$ cat src/rtl/rf_writeback_arbiter.sv
// rtl/rf_writeback_arbiter.sv - register file write-port arbiter between WB and a buffered MD result
module rf_writeback_arbiter #(
    parameter int unsigned STARVE_MAX = 4
) (
    input  logic        clk,
    input  logic        rst,
    input  logic        wb_valid,
    input  logic [4:0]  wb_reg,
    input  logic [31:0] wb_data,
    output logic        wb_stall,
    input  logic        md_valid,
    input  logic [4:0]  md_reg,
    input  logic [31:0] md_data,
    output logic        md_ready,
    output logic [4:0]  rf_write_reg,
    output logic [31:0] rf_write_data,
    output logic        rf_write_en,
    output logic [31:0] md_pending
);

    localparam logic [3:0] STARVE_LIM = 4'(STARVE_MAX);

    logic        buf_valid_q, buf_valid_d;
    logic [4:0]  buf_reg_q, buf_reg_d;
    logic [31:0] buf_data_q, buf_data_d;
    logic [3:0]  starve_cnt_q, starve_cnt_d;
    logic        out_en_q, out_en_d;
    logic [4:0]  out_reg_q, out_reg_d;
    logic [31:0] out_data_q, out_data_d;
    logic        src_md_q, src_md_d;

    logic        grant_md;
    logic        grant_wb;
    logic [31:0] pending;

    always_comb begin
        buf_valid_d  = buf_valid_q;
        buf_reg_d    = buf_reg_q;
        buf_data_d   = buf_data_q;
        starve_cnt_d = starve_cnt_q;
        out_en_d     = 1'b0;
        out_reg_d    = out_reg_q;
        out_data_d   = out_data_q;
        src_md_d     = src_md_q;

        grant_md = buf_valid_q && ((starve_cnt_q == STARVE_LIM) || !wb_valid);
        grant_wb = wb_valid && !grant_md;
        md_ready = !rst && !buf_valid_q;
        wb_stall = !rst && wb_valid && grant_md;

        if (grant_md) begin
            out_en_d    = (buf_reg_q != 5'd0);
            out_reg_d   = buf_reg_q;
            out_data_d  = buf_data_q;
            src_md_d    = 1'b1;
            buf_valid_d = 1'b0;
        end else if (grant_wb) begin
            out_en_d   = (wb_reg != 5'd0);
            out_reg_d  = wb_reg;
            out_data_d = wb_data;
            src_md_d   = 1'b0;
            if (buf_valid_q && (starve_cnt_q != STARVE_LIM)) begin
                starve_cnt_d = starve_cnt_q + 4'd1;
            end
        end

        // Results for r0 are swallowed here so they never occupy the buffer.
        if (md_valid && !buf_valid_q && (md_reg != 5'd0)) begin
            buf_valid_d = 1'b1;
            buf_reg_d   = md_reg;
            buf_data_d  = md_data;
        end

        if (!buf_valid_d) begin
            starve_cnt_d = 4'd0;
        end

        pending = 32'd0;
        if (buf_valid_q) begin
            pending[buf_reg_q] = 1'b1;
        end
        if (out_en_q && src_md_q) begin
            pending[out_reg_q] = 1'b1;
        end
        md_pending = rst ? 32'd0 : pending;
    end

    always_ff @(posedge clk) begin
        if (rst) begin
            buf_valid_q  <= 1'b0;
            buf_reg_q    <= 5'd0;
            buf_data_q   <= 32'd0;
            starve_cnt_q <= 4'd0;
            out_en_q     <= 1'b0;
            out_reg_q    <= 5'd0;
            out_data_q   <= 32'd0;
            src_md_q     <= 1'b0;
        end else begin
            buf_valid_q  <= buf_valid_d;
            buf_reg_q    <= buf_reg_d;
            buf_data_q   <= buf_data_d;
            starve_cnt_q <= starve_cnt_d;
            out_en_q     <= out_en_d;
            out_reg_q    <= out_reg_d;
            out_data_q   <= out_data_d;
            src_md_q     <= src_md_d;
        end
    end

    assign rf_write_en   = out_en_q && !rst;
    assign rf_write_reg  = out_reg_q;
    assign rf_write_data = out_data_q;

endmodule

$ cat config.mk
export PLATFORM = sky130hd
export DESIGN_NAME = rf_writeback_arbiter
export DESIGN_NICKNAME = d
export VERILOG_FILES = /design/src/rtl/rf_writeback_arbiter.sv
export SDC_FILE = /design/constraint.sdc
export NUM_CORES = 1
export LEC_CHECK = 0
export CORE_ASPECT_RATIO = 0.6
export CORE_MARGIN = 1.5
export CORE_UTILIZATION = 49
export DETAILED_ROUTE_END_ITERATION = 7
export PLACE_DENSITY = 0.86
export SYNTH_ARGS = -nofsm -noshare
export SYNTH_HDL_FRONTEND = slang
export SYNTH_SLANG_ARGS = --single-unit
$ cat constraint.sdc
create_clock -name clk -period 3.7 [get_ports clk]
set_input_delay 0.74 -clock clk [delete_from_list [all_inputs] [get_ports clk]]
set_output_delay 0.74 -clock clk [all_outputs]
set_load 0.01 [all_outputs]
Word-level counts from Yosys, hierarchy flattened. Cells that the tools add are included.

Register bits after elaboration: 81. Output and inout port bits: 72. Logic and storage cells: 58.

Add/sub/neg operators: 1. Magnitude comparators: 4. Equal/unequal tests: 2. Mux-type cells: 17. Bitwise logic cells: 3. Reductions and logical operators: 23.

Operators with widths (count): 32-bit two-way mux (5); 32-bit OR (1); 5-bit nonzero test (3); 1-bit logical AND (12); 5-bit by 6-bit less-than comparator with 1-bit output (second input constant) (2); 1-bit demux with 5-bit select (2); 5-bit by 1-bit greater-or-equal comparator with 1-bit output (second input constant) (2); 5-bit two-way mux (2); 1-bit two-way mux (8); 4-bit by 1-bit adder with 4-bit output (second input constant) (1); 4-bit by 3-bit == test with 1-bit output (second input constant) (1); 1-bit zero test (4); 4-bit by 3-bit inequality test with 1-bit output (second input constant) (1); 3-bit AND reduction (1); 1-bit NOT (2); 2-bit nonzero test (1); 2-bit OR reduction (1); 1-bit logical OR (1).

Logic depth before layout (Yosys ltp). Gate-level depths: netlist of the first run.

Depth after elaboration: 8. Gate-level depth with buffers: 7. Depth with buffers taken out: 5.

Worst setup path before layout of the first run. Ideal clock, no wire load.

Kind: input to output. Start point: input port rst. End point: output port md_pending[16]. Arrival time: 1446 ps. Setup slack: 1514 ps. Stages: 3. Path buffers: 2. Path through: clkbuf_1 -> clkbuf_1 -> nor2_1.

Cells in the longest elaborated chain, start to end: 1.

Ends and longest elaborated chain: start: declaration (line 6) `input logic rst,`; 32-bit two-way mux (line 85) `md_pending = rst ? 32'd0 : pending;`; end: declaration (line 18) `output logic [31:0] md_pending`.

Every way passes these cells.

Final worst setup path of the first run.
Start point: register buf_valid_q. End point: output port md_pending[8].

Cells in the longest elaborated chain, start to end: 4.

Ends and longest elaborated chain: start: declaration (line 23) `logic buf_valid_q, buf_valid_d;`; start signal: assignment (line 99) `buf_valid_q <= buf_valid_d;`; 32-bit two-way mux * (line 79) `if (buf_valid_q) begin`; 32-bit OR (no source line); 32-bit two-way mux * (line 82) `if (out_en_q && src_md_q) begin`; 32-bit two-way mux * (line 85).

Mark *: on every way between the ends. The rest lies on a longest branch, timed or not.

==> results by group, run 1 <==
Global route
  • Tot GR Track Use: 0.2888
  • Vias in the first global route: 4236
  • First-pass GRT wire length: 20.87 mm
  • Largest net degree at the start of global routing: 42
  • GRT overflow: 0
  • Initial antenna violation count: 0

Run
  • Maxcap violations: 0

Clock tree
  • CTS buffer count: 9
  • Clk sinks: 81
  • Clock slew at reported path FFs: 60 ps
  • H-tree depth: 3
  • Clock buffer depth: 2
  • Worst-Skew Late Latency: 340 ps
  • Cts hold-fix bufs: 0
  • Post-cts resize count: 0
  • Root buf cell: clkbuf_16
  • CTS tree: yes
  • Post-CTS Setup Inserts: 0

Floorplanning
  • Row count: 26
  • Die height: 75.20 µm
  • Die Span X: 123.3 µm
  • Core ar.: 8458 µm²
  • Initial Util: 0.5033
  • DIE AREA: 9273 µm²
  • Number of top-level pins: 150

Outcome
  • Status: completed

Critical path
  • CP Capture Type: primary output
  • Crit Path Max Fanout: 15
  • Setup CP Type: reg2out
  • CP arrival: 2420 ps
  • Family with the most delay on the worst path: simple AND/OR/NAND/NOR gates
  • CP cell instances: nor3b_2 > a22oi_1 > nor2_1 > clkdlybuf4s50_1
  • Crit-path max cell delay: 650 ps
  • CP bufs+invs: 1
  • Type of origin of the critical path: flop
  • Slowest stage cell, crit path: dfxtp_1
  • CP required: 2960 ps

Drt
  • 1st-iter DRT viols: 528
  • Wire per inst: 18.35 µm
  • Residual DRC: 0
  • DRT antenna net count: 0
  • Post-Route WL: 13.30 mm
  • Drt pass-1 iters: 5
  • Vias per cell: 6.208
  • Vias: 4501

Timing
  • Final WS setup: 541.2 ps
  • Max-slew violation total from the final report: 0
  • Skew final: 6.649 ps
  • Slew HR: 0.2779
  • Fin crit period: 3159 ps
  • # setup viols final: 0
  • Setup_tns: 0 ps
  • RSZ-0062 raised after global routing: no
  • Fin. Hold Viols: 0
  • Final period util: 0.8537
  • Worst Tran Pin Value: 1083 ps
  • Max Clock Freq: 0.3166 GHz

Power and ir drop
  • Total Power: 2.379 mW
  • Worst VDD drop: 0.0002997 V
  • Pleak: 2.119 nW
  • Pwr dens: 393.5 nW/µm²

Final layout
  • Final #Nets: 688
  • Fillers: 635
  • Synth-to-layout area growth: 42.03%
  • Finished Core Util: 0.7148
  • Layout cell share with drive strength beyond 1: 0.1028
  • Diode count: 0

Logic synthesis
  • FF+latch count, synth: 81
  • Register area share after synthesis: 0.3810
  • Cells after Synth: 494
  • Yosys cell types: 39
  • Synth Cell Area: 4257 µm²
  • Mean area per synthesized cell: 8.617 µm²
  • Ys Warns: 0
  • Syn nets: 574

Placement
  • RD Place Congestion: 0.8851
  • Pre-CTS WS: 673.8 ps
  • HPWL Detailed: 9.062 mm
  • PortBufs: 149

Worst hold path
  • Worst hold path type: reg2reg
[metrics by stage]
| step | area, µm² | cells | hold WS, ps |
|---|---|---|---|
| floorplan | 4257 | 494 | 438.4 |
| detailed placement | 5717 | 709 | 461.3 |
| global route | 6046 | 725 | 485.9 |
| finish | 6046 | 725 | 468.0 |
| CTS | 6046 | 725 | 471.0 |
| global placement | 5717 | 709 | 461.8 |
[report_power, final]
group	switching (mW)	total (mW)	internal, mW
Clock	0.363	0.976	0.613
Sequential	0.0467	0.985	0.938
Combinational	0.211	0.418	0.207
Total	0.621	2.38	1.76
[worst register-to-register path, stage by stage, from the launching register on]
cell and delay [ps]:
dfxtp_1 350, inv_1 70, ha_1 170, nand3b_1 230, a21oi_2 750, buf_4 360
a2111oi_0 170
[area by class of cell]
cell class	instances	area [µm²]	area share
Inverter	41	153.9	0.02546
Clock buffer	10	239.0	0.03953
Timing Repair Buffer	159	1564	0.2587
Multi-Input combinational cell	316	2237	0.3700
Clock inverter	6	90.09	0.01490
Tap cell	112	140.1	0.02318
Sequential cell	81	1622	0.2682
[kinds of logic after synthesis]
logic type	count (synthesis)	synth area share
and+or+nand+nor	161	0.1943
AOI/OAI and AO/OA	153	0.3225
adders and majority gates	2	0.005878
buffers and inverters	97	0.09641
DFF	81	0.3810
[Yosys cell counts]
cell type | instances | area share
o211ai_1 | 3 | 0.0053
clkbuf_1 | 42 | 0.037
buf_6 | 5 | 0.013
nor4bb_1 | 1 | 0.0024
nor3_1 | 39 | 0.046
o21a_1 | 1 | 0.0018
nor2b_1 | 5 | 0.0073
o2111ai_1 | 34 | 0.070
nand4_1 | 1 | 0.0015
or2_2 | 1 | 0.0015
o31ai_2 | 30 | 0.088
and3_1 | 4 | 0.0059
a2111oi_0 | 36 | 0.074
a21oi_1 | 4 | 0.0047
o22ai_1 | 1 | 0.0015
nor3b_1 | 6 | 0.011
a32o_1 | 1 | 0.0024
a31oi_1 | 1 | 0.0015
nor3b_2 | 1 | 0.0029
o31ai_1 | 6 | 0.011
and4_1 | 1 | 0.0021
inv_1 | 41 | 0.036
nand2_1 | 5 | 0.0044
nand3_1 | 7 | 0.0082
o21ai_0 | 2 | 0.0024
buf_1 | 2 | 0.0018
o21ai_1 | 1 | 0.0012
and3b_1 | 10 | 0.021
o2111a_1 | 1 | 0.0026
nor2_1 | 71 | 0.063
dfxtp_1 | 81 | 0.38
buf_2 | 7 | 0.0082
nand4b_1 | 1 | 0.0021
a22oi_1 | 32 | 0.056
or4_4 | 1 | 0.0026
and4b_1 | 3 | 0.0071
ha_1 | 2 | 0.0059
and2_1 | 1 | 0.0015
nand3b_1 | 3 | 0.0053
[cells in the final DEF, fill, tap and decap left out, types with 2 or more instances in the layout]
cell type	Yosys	layout
clkdlybuf4s50_1	0	148
dfxtp_1	81	81
nor2_1	71	71
inv_1	41	41
nor3_1	39	39
a2111oi_0	36	36
o2111ai_1	34	34
a22oi_1	32	32
o31ai_2	30	30
buf_4	0	11
and3b_1	10	10
clkbuf_16	0	9
nand3_1	7	7
nor3b_1	6	6
o31ai_1	6	6
nand2_1	5	5
and3_1	4	4
nor2b_1	5	4
and4b_1	3	3
nand3b_1	3	3
a21oi_1	4	3
o211ai_1	3	3
o21ai_0	2	2
ha_1	2	2
clkinv_2	0	2
bufinv_16	0	2
[final timing paths]
kind | start | end | slack (ps) | cells past startpoint
max | buf_valid_q | md_pending[8] | 540 | 4
max reg2reg | starve_cnt_q[0] | rf_write_data[18] | 1460 | 6
min | buf_data_q[31] | buf_data_q[31] | 470 | 2
min reg2reg | buf_data_q[31] | buf_data_q[31] | 470 | 2
[routing by layer]
layer  up-vias  track usage  wire length, µm
li1       2098            -                -
met1      2148       0.3789             5906
met2       239       0.4691             6071
met3        16      0.08409             1170
met4         0      0.08301              155
met5         -            0                0
Power figures use the tool's default switching activity.
==> run 2: changes to the inputs <==
--- a/config.mk
+++ b/config.mk
@@ -10,6 +10,7 @@
 export CORE_UTILIZATION = 49
 export DETAILED_ROUTE_END_ITERATION = 7
 export PLACE_DENSITY = 0.86
+export RECOVER_POWER = 25
 export SYNTH_ARGS = -nofsm -noshare
 export SYNTH_HDL_FRONTEND = slang
 export SYNTH_SLANG_ARGS = --single-unit
==> run 2 against run 1 <==
Net effect: sequential share of layout area hardly changed; cell count unchanged; register-to-register slack about the same; die area is the same; largest cell class unchanged.
==> results by group, run 2 (synthesis results as in run 1) <==
Clock tree
  • H-tree depth: 3 (unchanged)
  • CTS buffer count: 9 (unchanged)
  • Cts hold-fix bufs: 0 (unchanged)
  • Clk sinks: 81 (unchanged)
  • Clock buffer depth: 2 (unchanged)
  • Post-cts resize count: 0 (unchanged)
  • Post-CTS Setup Inserts: 0 (unchanged)
  • Worst-Skew Late Latency: 340 ps (about the same)
  • Root buf cell: clkbuf_16 (unchanged)
  • Clock slew at reported path FFs: 60 ps (about the same)
  • CTS tree: yes (unchanged)

Power and ir drop
  • Logic pwr share: 0.171 (was 0.176)
  • Switching Share: 0.2617 (was 0.2611)
  • Internal power: 1.745 mW (was 1.758 mW)
  • Total Power: 2.364 mW (was 2.379 mW)
  • Pleak: 2.189 nW (was 2.119 nW)
  • Clock share of power: 0.413 (was 0.410)
  • Pwr dens: 391.2 nW/µm² (was 393.5 nW/µm²)
  • Switching power total: 0.6186 mW (was 0.6211 mW)
  • Worst VDD drop: 0.0002980 V (was 0.0002997 V)
  • Register share of total power: 0.416 (was 0.414)

Final layout
  • Finished Core Util: 0.7143 (was 0.7148)
  • Post-route cell area: 6042 µm² (was 6046 µm²)
  • Final #Nets: 688 (unchanged)
  • Fillers: 636 (was 635)
  • Final std cells w/o fill: 725 (unchanged)
  • Synth-to-layout area growth: 41.95% (was 42.03%)
  • Diode count: 0 (unchanged)
  • Layout cell share with drive strength beyond 1: 0.1011 (was 0.1028)
  • Most common cell after layout, fill and taps aside: clkdlybuf4s50_1 (unchanged)
  • Most frequent cells in the layout: clkdlybuf4s50_1 (112), dfxtp_1 (81), nor2_1 (71), inv_1 (41), nor3_1 (39) (was clkdlybuf4s50_1 (148), dfxtp_1 (81), nor2_1 (71), inv_1 (41), nor3_1 (39))

Placement
  • PortBufs: 149 (unchanged)
  • Placed insts: 709 (unchanged)
  • DP Area: 5717 µm² (unchanged)
  • RD Place Congestion: 0.8851 (unchanged)
  • HPWL Detailed: 9.062 mm (unchanged)
  • Pre-CTS WS: 673.8 ps (unchanged)

Critical path
  • Crit Path Max Fanout: 36 (was 15)
  • R2r worst-path depth: 6 (unchanged)
  • CP required: 3880 ps (was 2960 ps)
  • Crit-path max cell delay: 980 ps (was 650 ps)
  • Slowest stage cell, crit path: or4_1 (was dfxtp_1)
  • CP arrival: 3370 ps (was 2420 ps)
  • Setup CP Type: in2reg (was reg2out)
  • Worst r2r src: starve_cnt_q[0] (unchanged)
  • Type of origin of the critical path: input port (was flop)
  • Flop-to-flop setup slack: 1470 ps (was 1460 ps)
  • CP Capture Type: flop (was primary output)
  • CP cell instances: clkdlybuf4s50_1 > or4_1 > o21a_2 > o31ai_1 (was nor3b_2 > a22oi_1 > nor2_1 > clkdlybuf4s50_1)
  • Family with the most delay on the worst path: compound AO/OA/AOI/OAI gates (was simple AND/OR/NAND/NOR gates)
  • CP bufs+invs: 1 (unchanged)
  • Worst r2r dst: rf_write_data[18] (unchanged)

Drt
  • DRT antenna net count: 0 (unchanged)
  • Post-Route WL: 13.25 mm (was 13.30 mm)
  • 1st-iter DRT viols: 460 (was 528)
  • Vias: 4484 (was 4501)
  • Vias per cell: 6.185 (was 6.208)
  • Residual DRC: 0 (unchanged)
  • Wire per inst: 18.27 µm (was 18.35 µm)
  • Drt pass-1 iters: 5 (unchanged)

Timing
  • Worst Tran Pin Value: 1294 ps (was 1083 ps)
  • # setup viols final: 0 (unchanged)
  • Skew final: 6.370 ps (was 6.649 ps)
  • Hold WS: 468.7 ps (was 468.0 ps)
  • Fin. Hold Viols: 0 (unchanged)
  • Setup_tns: 0 ps (unchanged)
  • Slew HR: 0.1372 (was 0.2779)
  • Final WS setup: 509.2 ps (was 541.2 ps)
  • Max Clock Freq: 0.3134 GHz (was 0.3166 GHz)
  • Final period util: 0.8624 (was 0.8537)
  • Max-slew violation total from the final report: 0 (unchanged)
  • RSZ-0062 raised after global routing: no (unchanged)
  • Fin crit period: 3191 ps (was 3159 ps)

Outcome
  • Status: completed (unchanged)

Worst hold path
  • Hold path depth: 2 (unchanged)
  • Hold Path End: buf_data_q[31] (unchanged)
  • Hold path startpoint: buf_data_q[31] (unchanged)
  • Worst hold path type: reg2reg (unchanged)

Global route
  • Gr busiest metal: met2 (unchanged)
  • Met3 Usage GRT: 0.08409 (unchanged)
  • Largest net degree at the start of global routing: 42 (unchanged)
  • Grt met1 use: 0.3789 (unchanged)
  • Tot GR Track Use: 0.2888 (unchanged)
  • Initial antenna violation count: 0 (unchanged)
  • Vias in the first global route: 4236 (unchanged)
  • Met2 usage: 0.4691 (unchanged)
  • GRT overflow: 0 (unchanged)
  • First-pass GRT wire length: 20.87 mm (unchanged)

Floorplanning
  • Initial Util: 0.5033 (unchanged)
  • Die height: 75.20 µm (unchanged)
  • Die Span X: 123.3 µm (unchanged)
  • Number of top-level pins: 150 (unchanged)
  • Core ar.: 8458 µm² (unchanged)
  • DIE AREA: 9273 µm² (unchanged)
  • Row count: 26 (unchanged)

Run
  • Maxcap violations: 0 (unchanged)
==> run 2: power by group through the flow <==
| stage | clock (mW) | combinational (mW) | sequential (mW) |
|---|---|---|---|
| 2_1_floorplan | 0 | 0.198 | 1.01 |
| 3_5_place_dp | 0 | 0.415 | 1.00 |
| 4_1_cts | 0.988 | 0.417 | 0.983 |
| 3_3_place_gp | 0 | 0.400 | 0.998 |
| 5_1_grt | 1.03 | 0.439 | 0.990 |
| 6_report | 0.976 | 0.405 | 0.983 |
==> run 2: worst min-delay path, cell delays in order (launching register included) <==
cell and delay [ps]:
dfxtp_1 300, inv_1 60, o31ai_1 70
==> run 2: worst max path at each step <==
stage | slack (ps) | cells after the start | endpoint | from
after floorplan | 1510 | 3 | md_pending[16] | rst
after detailed placement | 670 | 4 | wb_stall | wb_valid
after global routing | 380 | 4 | buf_reg_q[3] | md_reg[0]
after CTS | 580 | 4 | md_pending[8] | buf_valid_q
after global placement | 710 | 4 | wb_stall | wb_valid
final | 510 | 4 | buf_reg_q[3] | md_reg[1]
==> run 2: final cells by class <==
cell class	count	area (µm²)	area share
Sequential cell	81	1622	0.2684
Inverter	41	153.9	0.02547
Multi-Input combinational cell	316	2233	0.3696
Timing Repair Buffer	159	1564	0.2589
Clock inverter	6	90.09	0.01491
Clock buffer	10	239.0	0.03955
Tap cell	112	140.1	0.02319
==> run 2: routing by layer <==
metal  wire (µm)  vias up
met3        1105       19
met2        6036      227
met4         176        0
met5           0        -
li1            -     2094
met1        5927     2144
==> run 3: changes to the inputs <==
--- a/config.mk
+++ b/config.mk
@@ -7,9 +7,9 @@
 export LEC_CHECK = 0
 export CORE_ASPECT_RATIO = 0.6
 export CORE_MARGIN = 1.5
-export CORE_UTILIZATION = 49
+export CORE_UTILIZATION = 38
 export DETAILED_ROUTE_END_ITERATION = 7
-export PLACE_DENSITY = 0.86
+export PLACE_DENSITY = 0.69
 export RECOVER_POWER = 25
 export SYNTH_ARGS = -nofsm -noshare
 export SYNTH_HDL_FRONTEND = slang
==> run 3 against run 2 <==
Net effect: the flow now finishes with violations (design-rule violations); sequential power decreased by 0.4%; utilization decreased by 15 points; worst hold slack improved by 11 ps; first-iteration DRC count increased by 6.5%; global-route usage decreased by 6.0 points; largest power group unchanged.
==> results by group, run 3 (synthesis results as in run 1) <==
Final layout
  • Final #Nets: 689 (was 688)
  • Finished Core Util: 0.5628 (was 0.7143)
  • Post-route cell area: 6045 µm² (was 6042 µm²)
  • Layout cell share with drive strength beyond 1: 0.09772 (was 0.1011)
  • Diode count: 0 (unchanged)
  • Most frequent cells in the layout: clkdlybuf4s50_1 (112), dfxtp_1 (81), nor2_1 (71), inv_1 (41), nor3_1 (39) (unchanged)
  • Most common cell after layout, fill and taps aside: clkdlybuf4s50_1 (unchanged)
  • Synth-to-layout area growth: 42.00% (was 41.95%)

Floorplanning
  • Number of top-level pins: 150 (unchanged)
  • Die height: 84.98 µm (was 75.20 µm)
  • Core ar.: 10740 µm² (was 8458 µm²)
  • Initial Util: 0.3963 (was 0.5033)
  • DIE AREA: 11870 µm² (was 9273 µm²)
  • Die Span X: 139.6 µm (was 123.3 µm)
  • Row count: 29 (was 26)

Clock tree
  • H-tree depth: 3 (unchanged)
  • CTS tree: yes (unchanged)
  • Clock buffer depth: 2 (unchanged)
  • Post-cts resize count: 0 (unchanged)
  • Clk sinks: 81 (unchanged)
  • Worst-Skew Late Latency: 340 ps (about the same)
  • Clock slew at reported path FFs: 60 ps (about the same)
  • Root buf cell: clkbuf_16 (unchanged)
  • Post-CTS Setup Inserts: 0 (unchanged)
  • Cts hold-fix bufs: 0 (unchanged)
  • CTS buffer count: 9 (unchanged)

Run
  • Maxcap violations: 0 (unchanged)

Drt
  • Post-Route WL: 13.68 mm (was 13.25 mm)
  • Wire per inst: 18.17 µm (was 18.27 µm)
  • 1st-iter DRT viols: 490 (was 460)
  • DRT antenna net count: 0 (unchanged)
  • Vias per cell: 5.813 (was 6.185)
  • Drt pass-1 iters: 8 (was 5)
  • Vias: 4377 (was 4484)
  • Residual DRC: 8 (was 0)

Critical path
  • Setup CP Type: in2reg (unchanged)
  • Type of origin of the critical path: input port (unchanged)
  • Flop-to-flop setup slack: 1530 ps (was 1470 ps)
  • Crit Path Max Fanout: 36 (unchanged)
  • CP Capture Type: flop (unchanged)
  • CP required: 3890 ps (was 3880 ps)
  • CP arrival: 3380 ps (was 3370 ps)

Timing
  • Setup_tns: 0 ps (unchanged)
  • Max Clock Freq: 0.3128 GHz (was 0.3134 GHz)
  • Skew final: 7.550 ps (was 6.370 ps)
  • Max-slew violation total from the final report: 0 (unchanged)
  • Fin crit period: 3197 ps (was 3191 ps)
  • # setup viols final: 0 (unchanged)
  • Worst Tran Pin Value: 1316 ps (was 1294 ps)
  • Final period util: 0.8639 (was 0.8624)
  • RSZ-0062 raised after global routing: no (unchanged)
  • Fin. Hold Viols: 0 (unchanged)
  • Slew HR: 0.1225 (was 0.1372)

Global route
  • Initial antenna violation count: 0 (unchanged)
  • GRT overflow: 0 (unchanged)
  • Vias in the first global route: 4187 (was 4236)
  • Largest net degree at the start of global routing: 41 (was 42)
  • First-pass GRT wire length: 21.74 mm (was 20.87 mm)
  • Tot GR Track Use: 0.2286 (was 0.2888)

Power and ir drop
  • Pwr dens: 376.6 nW/µm² (was 391.2 nW/µm²)
  • Internal power: 1.673 mW (was 1.745 mW)
  • Switching Share: 0.2649 (was 0.2617)
  • Logic pwr share: 0.181 (was 0.171)
  • Worst VDD drop: 0.0002237 V (was 0.0002980 V)
  • Switching power total: 0.6031 mW (was 0.6186 mW)
  • Pleak: 2.175 nW (was 2.189 nW)
  • Clock share of power: 0.389 (was 0.413)
  • Register share of total power: 0.430 (was 0.416)

Placement
  • DP Area: 5758 µm² (was 5717 µm²)
  • PortBufs: 149 (unchanged)
  • HPWL Detailed: 9.518 mm (was 9.062 mm)
  • RD Place Congestion: 0.8046 (was 0.8851)

Worst hold path
  • Worst hold path type: reg2reg (unchanged)

Outcome
  • Status: complete, but fails checks (was completed)
  • Failing checks: design-rule violations
-- run 3: cell types whose count changed in the layout (fill, tap and decap cells not counted) --
cell	change
buf_4	+1
bufinv_16	-1
clkbuf_1	+3
clkinv_4	-1
inv_8	-1
-- run 3: layout make-up --
cell class | instances | area (µm²)
clock buffer | 13 | 250.2
clock inverter | 3 | 40.04
fill | 925 | 4696
inverter | 41 | 153.9
multi-input combinational | 316 | 2233
sequential | 81 | 1622
tap | 139 | 173.9
timing repair buffer | 160 | 1572
-- run 3: path summary, 6_finish.rpt --
| kind | from | end | depth (start not counted) |
|---|---|---|---|
| min reg2reg | buf_data_q[2] | buf_data_q[2] | 2 |
| max reg2reg | starve_cnt_q[1] | rf_write_data[6] | 6 |
| max | md_reg[0] | buf_data_q[2] | 4 |
| min | buf_data_q[2] | buf_data_q[2] | 2 |
-- run 3: stage by stage --
step / power, mW / hold WS, ps / instances / setup WS (ps)
after floorplan: 1.204 / 438.4 / 494 / 1514
after global placement: 1.408 / 457.3 / 737 / 687.7
after detailed placement: 1.420 / 467.5 / 737 / 646.6
after CTS: 2.296 / 476.1 / 753 / 639.0
after global routing: 2.365 / 499.6 / 753 / 308.2
final: 2.277 / 479.5 / 753 / 503.4
-- run 3: per-layer routing --
layer	track usage	vias to the layer above	wire length, µm
met4	0.06220	0	76
li1	-	2100	-
met5	0	-	0
met1	0.3164	2088	6379
met3	0.07054	11	1226
met2	0.3455	178	5997
-- run 3: critical path, cell delays in order --
cell and delay (ps):
clkdlybuf4s50_1 510, or4_1 1010, o21a_2 980, o31ai_1 110
-- run 3: power groups by stage --
| stage | Sequential, mW | Clock [mW] | Combinational, mW |
|---|---|---|---|
| 2_1_floorplan | 1.01 | 0 | 0.198 |
| 6_report | 0.979 | 0.886 | 0.411 |
| 4_1_cts | 0.980 | 0.892 | 0.424 |
| 5_1_grt | 0.988 | 0.934 | 0.444 |
| 3_3_place_gp | 0.997 | 0 | 0.411 |
| 3_5_place_dp | 0.998 | 0 | 0.422 |
